### config.mk
export PLATFORM = sky130hd
export DESIGN_NAME = mips_fetch_unit
export DESIGN_NICKNAME = d
export VERILOG_FILES = /design/src/rtl/mips_fetch_unit.sv
export SDC_FILE = /design/constraint.sdc
export NUM_CORES = 1
export LEC_CHECK = 0
export BUFFER_PORTS_ARGS = -buffer_cell sky130_fd_sc_hd__buf_4
export CAP_MARGIN = 20
export CORE_MARGIN = 3
export CORE_UTILIZATION = 48
export CTS_CLUSTER_SIZE = 20
export DETAILED_ROUTE_END_ITERATION = 10
export PLACE_DENSITY = 0.9
export SLEW_MARGIN = 40
export SYNTH_ARGS = -nofsm -noshare
export SYNTH_HDL_FRONTEND = slang
export SYNTH_SLANG_ARGS = --single-unit
### constraint.sdc
create_clock -name clk -period 3.41 [get_ports clk]
set_input_delay 0 -clock clk [delete_from_list [all_inputs] [get_ports clk]]
set_output_delay 0 -clock clk [all_outputs]
set_load 0.005 [all_outputs]
### src/rtl/mips_fetch_unit.sv
// Instruction-fetch and next-PC unit: owns the PC, fetches over a ready handshake,
// holds each instruction for the controller and resolves branch/jump targets on ack.
module mips_fetch_unit #(
  parameter logic [31:0] RESET_PC = 32'h0000_0000
) (
  input  logic        clk,
  input  logic        rst_n,
  output logic        imem_req,
  output logic [31:0] imem_addr,
  input  logic        imem_ready,
  input  logic [31:0] imem_rdata,
  output logic [31:0] instr,
  output logic [5:0]  opcode,
  output logic        instr_valid,
  input  logic        instr_ack,
  input  logic        branch,
  input  logic        jump,
  input  logic        zero,
  output logic [31:0] pc,
  output logic [31:0] pc_plus4,
  output logic [31:0] instr_count
);

  localparam logic [31:0] RESET_PC_ALIGNED = {RESET_PC[31:2], 2'b00};

  typedef enum logic [1:0] {
    IDLE  = 2'd0,
    FETCH = 2'd1,
    HOLD  = 2'd2
  } state_t;

  state_t      state;
  logic        taken;
  logic [31:0] branch_off;
  logic [31:0] next_pc;

  assign opcode    = instr[31:26];
  assign imem_addr = pc;
  assign pc_plus4  = pc + 32'd4;

  // opcode[0] separates bne (taken on ~zero) from beq (taken on zero); jump outranks branch
  always_comb begin
    taken      = branch & (opcode[0] ? ~zero : zero);
    branch_off = {{14{instr[15]}}, instr[15:0], 2'b00};
    next_pc    = pc_plus4;
    if (jump) begin
      next_pc = {pc_plus4[31:28], instr[25:0], 2'b00};
    end else if (taken) begin
      next_pc = pc_plus4 + branch_off;
    end
  end

  always_ff @(posedge clk or negedge rst_n) begin
    if (!rst_n) begin
      state       <= IDLE;
      pc          <= RESET_PC_ALIGNED;
      imem_req    <= 1'b0;
      instr       <= 32'h0;
      instr_valid <= 1'b0;
      instr_count <= 32'h0;
    end else begin
      case (state)
        IDLE: begin
          state    <= FETCH;
          imem_req <= 1'b1;
        end
        FETCH: begin
          if (imem_ready) begin
            instr       <= imem_rdata;
            instr_valid <= 1'b1;
            imem_req    <= 1'b0;
            state       <= HOLD;
          end
        end
        HOLD: begin
          if (instr_ack) begin
            pc          <= {next_pc[31:2], 2'b00};
            instr_valid <= 1'b0;
            instr_count <= instr_count + 32'd1;
            imem_req    <= 1'b1;
            state       <= FETCH;
          end
        end
        default: begin
          state       <= IDLE;
          imem_req    <= 1'b0;
          instr_valid <= 1'b0;
        end
      endcase
    end
  end

endmodule

# Word level (Yosys, flattened, before mapping)
# Cells that the tools add are included.
# Widths: inputs -> output; s select.
# op_classes
add_sub_neg,3
n_eq_ne,4
n_mux,12
n_bitwise,3
reduce_logical,5
# ops
op,count
$mux 32,2
$add 32x1->32 const B,1
$add 32x3->32 const B,1
$add 32x32->32,1
$pmux 1 s3,2
$pmux 2 s3,1
$reduce_and 2->1,3
$mux 1,5
$mux 2,2
$ne 2x2->1 const B,2
$reduce_and 3->1,1
$eq 2x1->1 const B,1
$eq 2x2->1 const B,1
$logic_not 2->1,1
$not 1->1,2
$and 1x1->1,1
# word_totals
ff_bits,98

# Longest topological paths before layout
# Gate-level depths: netlist of run 1.
# depth
ltp_word,5
ltp_mapped,17
ltp_nobuf,16

# Worst setup path after synthesis of run 1
# Ideal clock, no wire load.
# synth_path
kind,reg2reg
start,"reg pc[2], in the netlist imem_addr[2]"
end,"reg pc[31], in the netlist imem_addr[31]"
setup_ns,0.092
arrival_time_ns,3.605
required_time_ns,3.318
path_slack_ns,-0.287
stages_incl_launch_ff,18
path_buffers,1
cell_sequence,dfrtp_1 ha_1 nand4_1 or2_1 nor2_1 nand4_1 xnor2_2 ha_1 buf_6 a21o_1 a21o_1 a21o_1 or3b_1 o21ai_2 o21ai_1 xor2_1 and3_1 o31ai_2
# synth_via
elab_chain_cells,4
# synth_rtl
element,line,text
from (decl),19,"output logic [31:0] pc,"
from (signal assigned),77,"pc <= {next_pc[31:2], 2'b00};"
$add 32x3->32,39,assign pc_plus4 = pc + 32'd4;
named net pc_plus4[22],20,"output logic [31:0] pc_plus4,"
$add 32x32->32,49,next_pc = pc_plus4 + branch_off;
$mux 32,48,end else if (taken) begin
$mux 32,46,if (jump) begin
# The timed path passes the listed nets, and every way through them passes these cells.
# A chain may end at the register's enable or synchronous reset.

# Worst setup path after layout of run 1
# layout_path
start,"reg pc[8], in the netlist imem_addr[8]"
end,"reg pc[21], in the netlist imem_addr[21]"
# layout_via
elab_chain_cells,4
# layout_rtl
element,line
$add 32x3->32 *,39
$add 32x32->32,49
$mux 32 *,48
$mux 32 *,46
# Every way passes the cells marked *; elsewhere a longest branch is shown, timed or not.

==> results.toml, run 1 <==
[status]
status = "finished, violations left"
violations = "negative setup slack"

[critical_path]
cp.required_ns = 3.62
path_depth = 16
crit_chain = "and4_4 -> nand2_2 -> or2_4 -> buf_4 -> xnor2_1 -> ha_1 -> nor4_2 -> o21ai_1 -> nor3_1 -> buf_4 -> nor3_2 -> a21bo_2 -> xnor2_1 -> o211ai_1 -> o21ai_0 -> o21ai_0"
worst_setup_path_end_kind = "flip-flop"
crit_fanout = 4
cp_num_buf_inv = 2
cp_slowest_stage_delay_ns = 0.41
critPathKind = "flip-flop to flip-flop"
reg2regPathDepth = 16
crit_slowest_cell = "nor4_2"
cp_top_family = "simple AND/OR/NAND/NOR gates"
startpoint_type = "flip-flop"
worst-endpoint-arrival_ns = 4.20

[sta]
fin_ws_ns = -0.584
final_hold_viol_count = 0
setup_viol = 19
skew_ns = 0.0168
final.setup.tns_ns = -4.60
period_needed_ns = 3.99
worst_slew_pin_slew_ns = 0.933
grt_setup_unrepaired = "yes"
min_period_over_period_pct = 117
relSlewSlack_pct = 37.8
whs_ns = 0.126
fmax_ghz = 0.250
slew_violations = 0

[clocking]
clk_pin_slew_ns = 0.08
numClockSinks = 97
numCtsBuffers = 9
ctsHtreeMaxLevel = 3
clk_latency_ns = 0.37
tritoncts = "yes"
root_buffer = "clkbuf_16"
clk_path_buf_depth = 2

[yosys]
yosys_warnings = 0
yosysSeqAreaShare_pct = 34.9
synth.avg_cell_area_um2 = 9.05
yosys_register_bits = 97
synth-edff-count = 0
synthesis.area_um2 = 6950
synth_top_area_cell = "dfrtp_1"
synthTopCellsByArea = "dfrtp_1, xnor2_1, ha_1, mux2_2, buf_4"
async_flop_share_pct = 100
synthTopCellsByCount = "dfrtp_1, nand2_1, xnor2_1, a21oi_1, o21ai_0"
synth_ff_type = "dfrtp_1"
ys_types = 73
synth_top_area_share_pct = 34.9
postSynthCellCount = 768
post-synth-top-count-cell = "dfrtp_1"

[global_route]
grt.overflow.total = 0
antenna_found_initial = 1
grt_pass1_vias = 7554
grt_pass1_wl_um = 40100
grtUsageTotal_pct = 31.1
grt_max_degree = 43

[detailed_routing]
drtIter0Drc = 1244
drc = 0
vias = 8292
firstDrtPassIters = 9
totalWireLength_um = 30900
routed_via_density = 6.64
wl_per_cell_um = 24.7
route.antenna.remaining_nets = 0

[final_layout]
fillCellCount = 856
instances_no_fill = 1249
multi_input_area_um2 = 4650
syn2layout_area_growth_pct = 49.9
utilization_pct = 74.2
n_antenna_cell = 0
layout.nets = 1142
drive_gt1_share_pct = 44.2
stdcell_area_um2 = 10400
regArea_um2 = 2430

[power_and_ir_drop]
combPwrFrac_pct = 72.0
p_int_mw = 6.00
power_mw = 11.4
seqPwrFrac_pct = 18.5
p_clk_share_pct = 9.5
leakagePower_nw = 5.00
irDropWorstVdd_mv = 0.717
switching_share_pct = 47.4
p_per_area_nw_per_um2 = 1100
switchingPower_mw = 5.40

[flow_run]
drv_cap = 0

[floorplanning]
die-height_um = 126
ios = 207
fp.dieArea_um2 = 16000
row_count = 43
core_region_area_um2 = 14000
start_util_pct = 49.5
chipWidth_um = 126

[worst_hold_path]
worstHoldPathType = "input pin to asynchronous set/reset pin"

[placed_design]
dp_slack_ns = -0.327
hpwlAfterDp_um = 17000
port_buffers = 200
place_area_um2 = 8990
place.gp.congestion = 0.946
dp.cells = 1177
-- worst paths after layout --
check | start | endpoint | slack (ns)
min | rst_n | instr_count[25] | 0.13
min reg2reg | instr_count[31] | instr_count[31] | 0.48
max | imem_addr[8] | imem_addr[21] | -0.58
max in group asynchronous | rst_n | instr[2] | 2.38
max reg2reg | imem_addr[8] | imem_addr[21] | -0.58
min in group clk | branch | imem_addr[27] | 0.21
-- state kept, by name (all words and copies together), names as in the netlist --
register	cells
imem_addr	30
instr	32
instr_count	32
instr_valid	1
state	2
-- cell families (layout without fill, tap and decap cells) --
kind of cell / Yosys count / in the layout / synth area share [%]
AO/OA/AOI/OAI: 172 / 172 / 15.4
XOR/XNOR: 83 / 83 / 10.8
adder cells (fa/ha/maj): 38 / 38 / 6.95
buffers and inverters: 87 / 383 / 7.34
flip-flops: 97 / 97 / 34.9
multiplexers: 35 / 35 / 5.62
other: 1 / 6 / 0.0539
AND/OR/NAND/NOR: 255 / 255 / 18.9
-- power groups by stage --
stage                     clock network (mW)  logic (mW)  registers, mW
after floorplan                            0        3.60           2.03
after global placement                     0        6.06           1.99
after detailed placement                   0        6.25           2.01
after CTS                               1.05        6.54           2.00
after global routing                    1.13        8.50           2.13
final                                   1.08        8.21           2.11
-- layout by cell type, fill, tap and decap left out, types with 15 or more instances in the layout --
cell type,count
ha_1,27
xnor2_1,39
o21ai_0,37
nand3_1,27
nor2_1,35
a21oi_1,41
mux2_2,32
nand4_1,15
buf_4,317
xor2_1,23
nand2_1,75
dlygate4sd3_1,36
xnor2_2,15
dfrtp_1,97
-- layout make-up --
class	instances	share of cell area, %
clock buffer	9	2.16
timing repair buffer	357	26.7
sequential	97	23.3
multi-input combinational	589	44.6
inverter	11	0.396
clock inverter	6	0.648
tap	180	2.16
-- metal layers --
layer	track usage, %	share of wire, %	vias up
met4	18.4	9.1	2
met3	5.73	13	329
met2	50.3	45	865
met1	38.9	33	3824
li1	-	-	3272
met5	0	0.049	-
-- repair_timing --
action,CTS,global route
hold buffers,36,0
setup endpoints to repair,10,20
endpoints found under the hold margin,63,0
pin swaps,26,36
resized for setup,31,88
gates cloned,0,0
setup buffers,5,17
No activity file was read; power rests on OpenSTA's default activity.
==> inputs of run 2 (changes only) <==
Settings changed: CORE_MARGIN 3 to 8, CTS_CLUSTER_SIZE 20 to default.
==> results.toml, run 2 (same netlist as run 1, synthesis figures left out) <==
[critical_path]
r2r_slack_ns = -0.69
worst-endpoint-arrival_ns = 4.31
cp_num_buf_inv = 1
reg2regPathDepth = 15
crit_fanout = 4
cp_slowest_stage_delay_ns = 0.54
startpoint_type = "flip-flop"
critPathKind = "flip-flop to flip-flop"
startpoint = "imem_addr[14]"
crit_slowest_cell = "a311oi_4"
timing.rr.end = "imem_addr[27]"
crit_chain = "and4_4 -> nand4_4 -> or3_4 -> xnor2_4 -> buf_4 -> ha_1 -> a21oi_1 -> a21boi_1 -> a311oi_4 -> o32ai_4 -> o21ai_2 -> nand2b_1 -> a21oi_2 -> xor2_1 -> a31oi_1"
worst_setup_path_end_kind = "flip-flop"
r2r_start = "imem_addr[14]"
cp_top_family = "compound AO/OA/AOI/OAI gates"
cp.required_ns = 3.62

[final_layout]
n_antenna_cell = 0
mostFrequentLayoutCell = "buf_4"
drive_gt1_share_pct = 45.4
stdcell_area_um2 = 10600
fillCellCount = 842
syn2layout_area_growth_pct = 52.6
most-common-layout-cells = "buf_4, dfrtp_1, nand2_1"
layout.nets = 1157

[status]
status = "finished, violations left"
violations = "negative setup slack"

[detailed_routing]
wl_per_cell_um = 25.2
routed_via_density = 6.50
firstDrtPassIters = 8
totalWireLength_um = 32000
vias = 8246
route.antenna.remaining_nets = 0
drtIter0Drc = 1094
drc = 0

[clocking]
root_buffer = "clkbuf_16"
tritoncts = "yes"
clk_latency_ns = 0.36
clk_pin_slew_ns = 0.08
numClockSinks = 97
ctsHtreeMaxLevel = 3
numCtsBuffers = 9
clk_path_buf_depth = 2

[floorplanning]
start_util_pct = 48.4
row_count = 44
die-height_um = 136
ios = 207
fp.dieArea_um2 = 18600
chipWidth_um = 136
core_region_area_um2 = 14400

[sta]
worst_slew_pin_slew_ns = 0.900
min_period_over_period_pct = 120
fin_ws_ns = -0.692
relSlewSlack_pct = 40.0
final_hold_viol_count = 0
grt_setup_unrepaired = "yes"
skew_ns = 0.0101
fmax_ghz = 0.244
setup_viol = 16
slew_violations = 0
period_needed_ns = 4.10

[placed_design]
port_buffers = 200
place_area_um2 = 9090
hpwlAfterDp_um = 17900
dp_slack_ns = -0.171
place.gp.congestion = 0.933

[worst_hold_path]
holdCritStartpoint = "jump"
worstHoldPathType = "input pin to flip-flop"
hold_path_end = "imem_addr[12]"
min_path_cells = 3

[flow_run]
drv_cap = 0

[power_and_ir_drop]
combPwrFrac_pct = 73.0
switchingPower_mw = 5.58
seqPwrFrac_pct = 18.0
p_int_mw = 6.15
irDropWorstVdd_mv = 0.707
leakagePower_nw = 5.08
p_per_area_nw_per_um2 = 1110
p_clk_share_pct = 8.9
switching_share_pct = 47.6

[global_route]
antenna_found_initial = 0
grt_pass1_vias = 7589
grt.overflow.total = 0
grt_pass1_wl_um = 40900
grtUsageTotal_pct = 27.8
grt_max_degree = 84
run 2: cell count changes in the layout (fill, tap and decap cells not counted), sizes merged:
cell	before	now
clkinvlp	1	2
buf	321	335
clkinv	3	2
inv	12	14
clkbuf	9	10
bufinv	1	0
run 2: worst max path at each step:
stage,cells past startpoint,slack [ns],endpoint
global placement,16,-0.07,imem_addr[31]
floorplan,17,-0.20,imem_addr[31]
detailed placement,16,-0.17,imem_addr[31]
CTS,17,-0.11,imem_addr[31]
finish,15,-0.69,imem_addr[27]
global route,15,-0.73,imem_addr[27]
run 2: through the flow:
stage / instances / TNS, ns / power (mW) / hold slack [ns] / util [%]
floorplan: 773 / -0.308 / 5.63 / -0.296 / -
global placement: 1192 / -0.129 / 8.27 / 0.232 / 63.2
detailed placement: 1193 / -0.614 / 8.46 / 0.108 / 63.3
CTS: 1250 / -0.247 / 9.88 / 0.175 / 69.5
global route: 1269 / -5.96 / 12.2 / 0.212 / 73.8
finish: 1269 / -3.94 / 11.7 / 0.204 / 73.8
run 2: final cells by class:
cell class	count	area [um^2]	share of cell area, %
Clock inverter	7	62.6	0.590
Multi-Input combinational cell	589	4710	44.4
Inverter	11	41.3	0.389
Sequential cell	97	2430	22.9
Tap cell	184	230	2.17
Clock buffer	9	225	2.12
Timing Repair Buffer	372	2910	27.4
run 2: metal layers:
layer,track usage [%],wire [um]
met5,0,0
met4,15.1,2370
met3,6.58,3790
met2,46.9,14800
met1,32.0,11000
run 2: worst reg2reg max path, delay by kind of cell (launching register included):
family                   cells  cell delay (ns)
AND/OR/NAND/NOR              4             1.10
AO/OA/AOI/OAI                7             1.70
adder cells (fa/ha/maj)      1             0.21
buffers and inverters        1             0.15
flip-flops                   1             0.41
XOR/XNOR                     2             0.39
run 2: repair_timing:
item | CTS | global route
pin swaps | 30 | 40
hold endpoints to repair | 117 | 0
endpoints found under the setup margin | 12 | 18
gates resized for setup | 38 | 89
hold buffers | 36 | 0
setup buffers | 5 | 19
run 2: power groups by stage:
| stage | clock network [mW] | registers, mW | logic [mW] |
|---|---|---|---|
| floorplan | 0 | 2.03 | 3.60 |
| global placement | 0 | 1.98 | 6.29 |
| detailed placement | 0 | 2.00 | 6.45 |
| CTS | 1.02 | 2.00 | 6.85 |
| global route | 1.11 | 2.13 | 8.98 |
| finish | 1.05 | 2.11 | 8.56 |
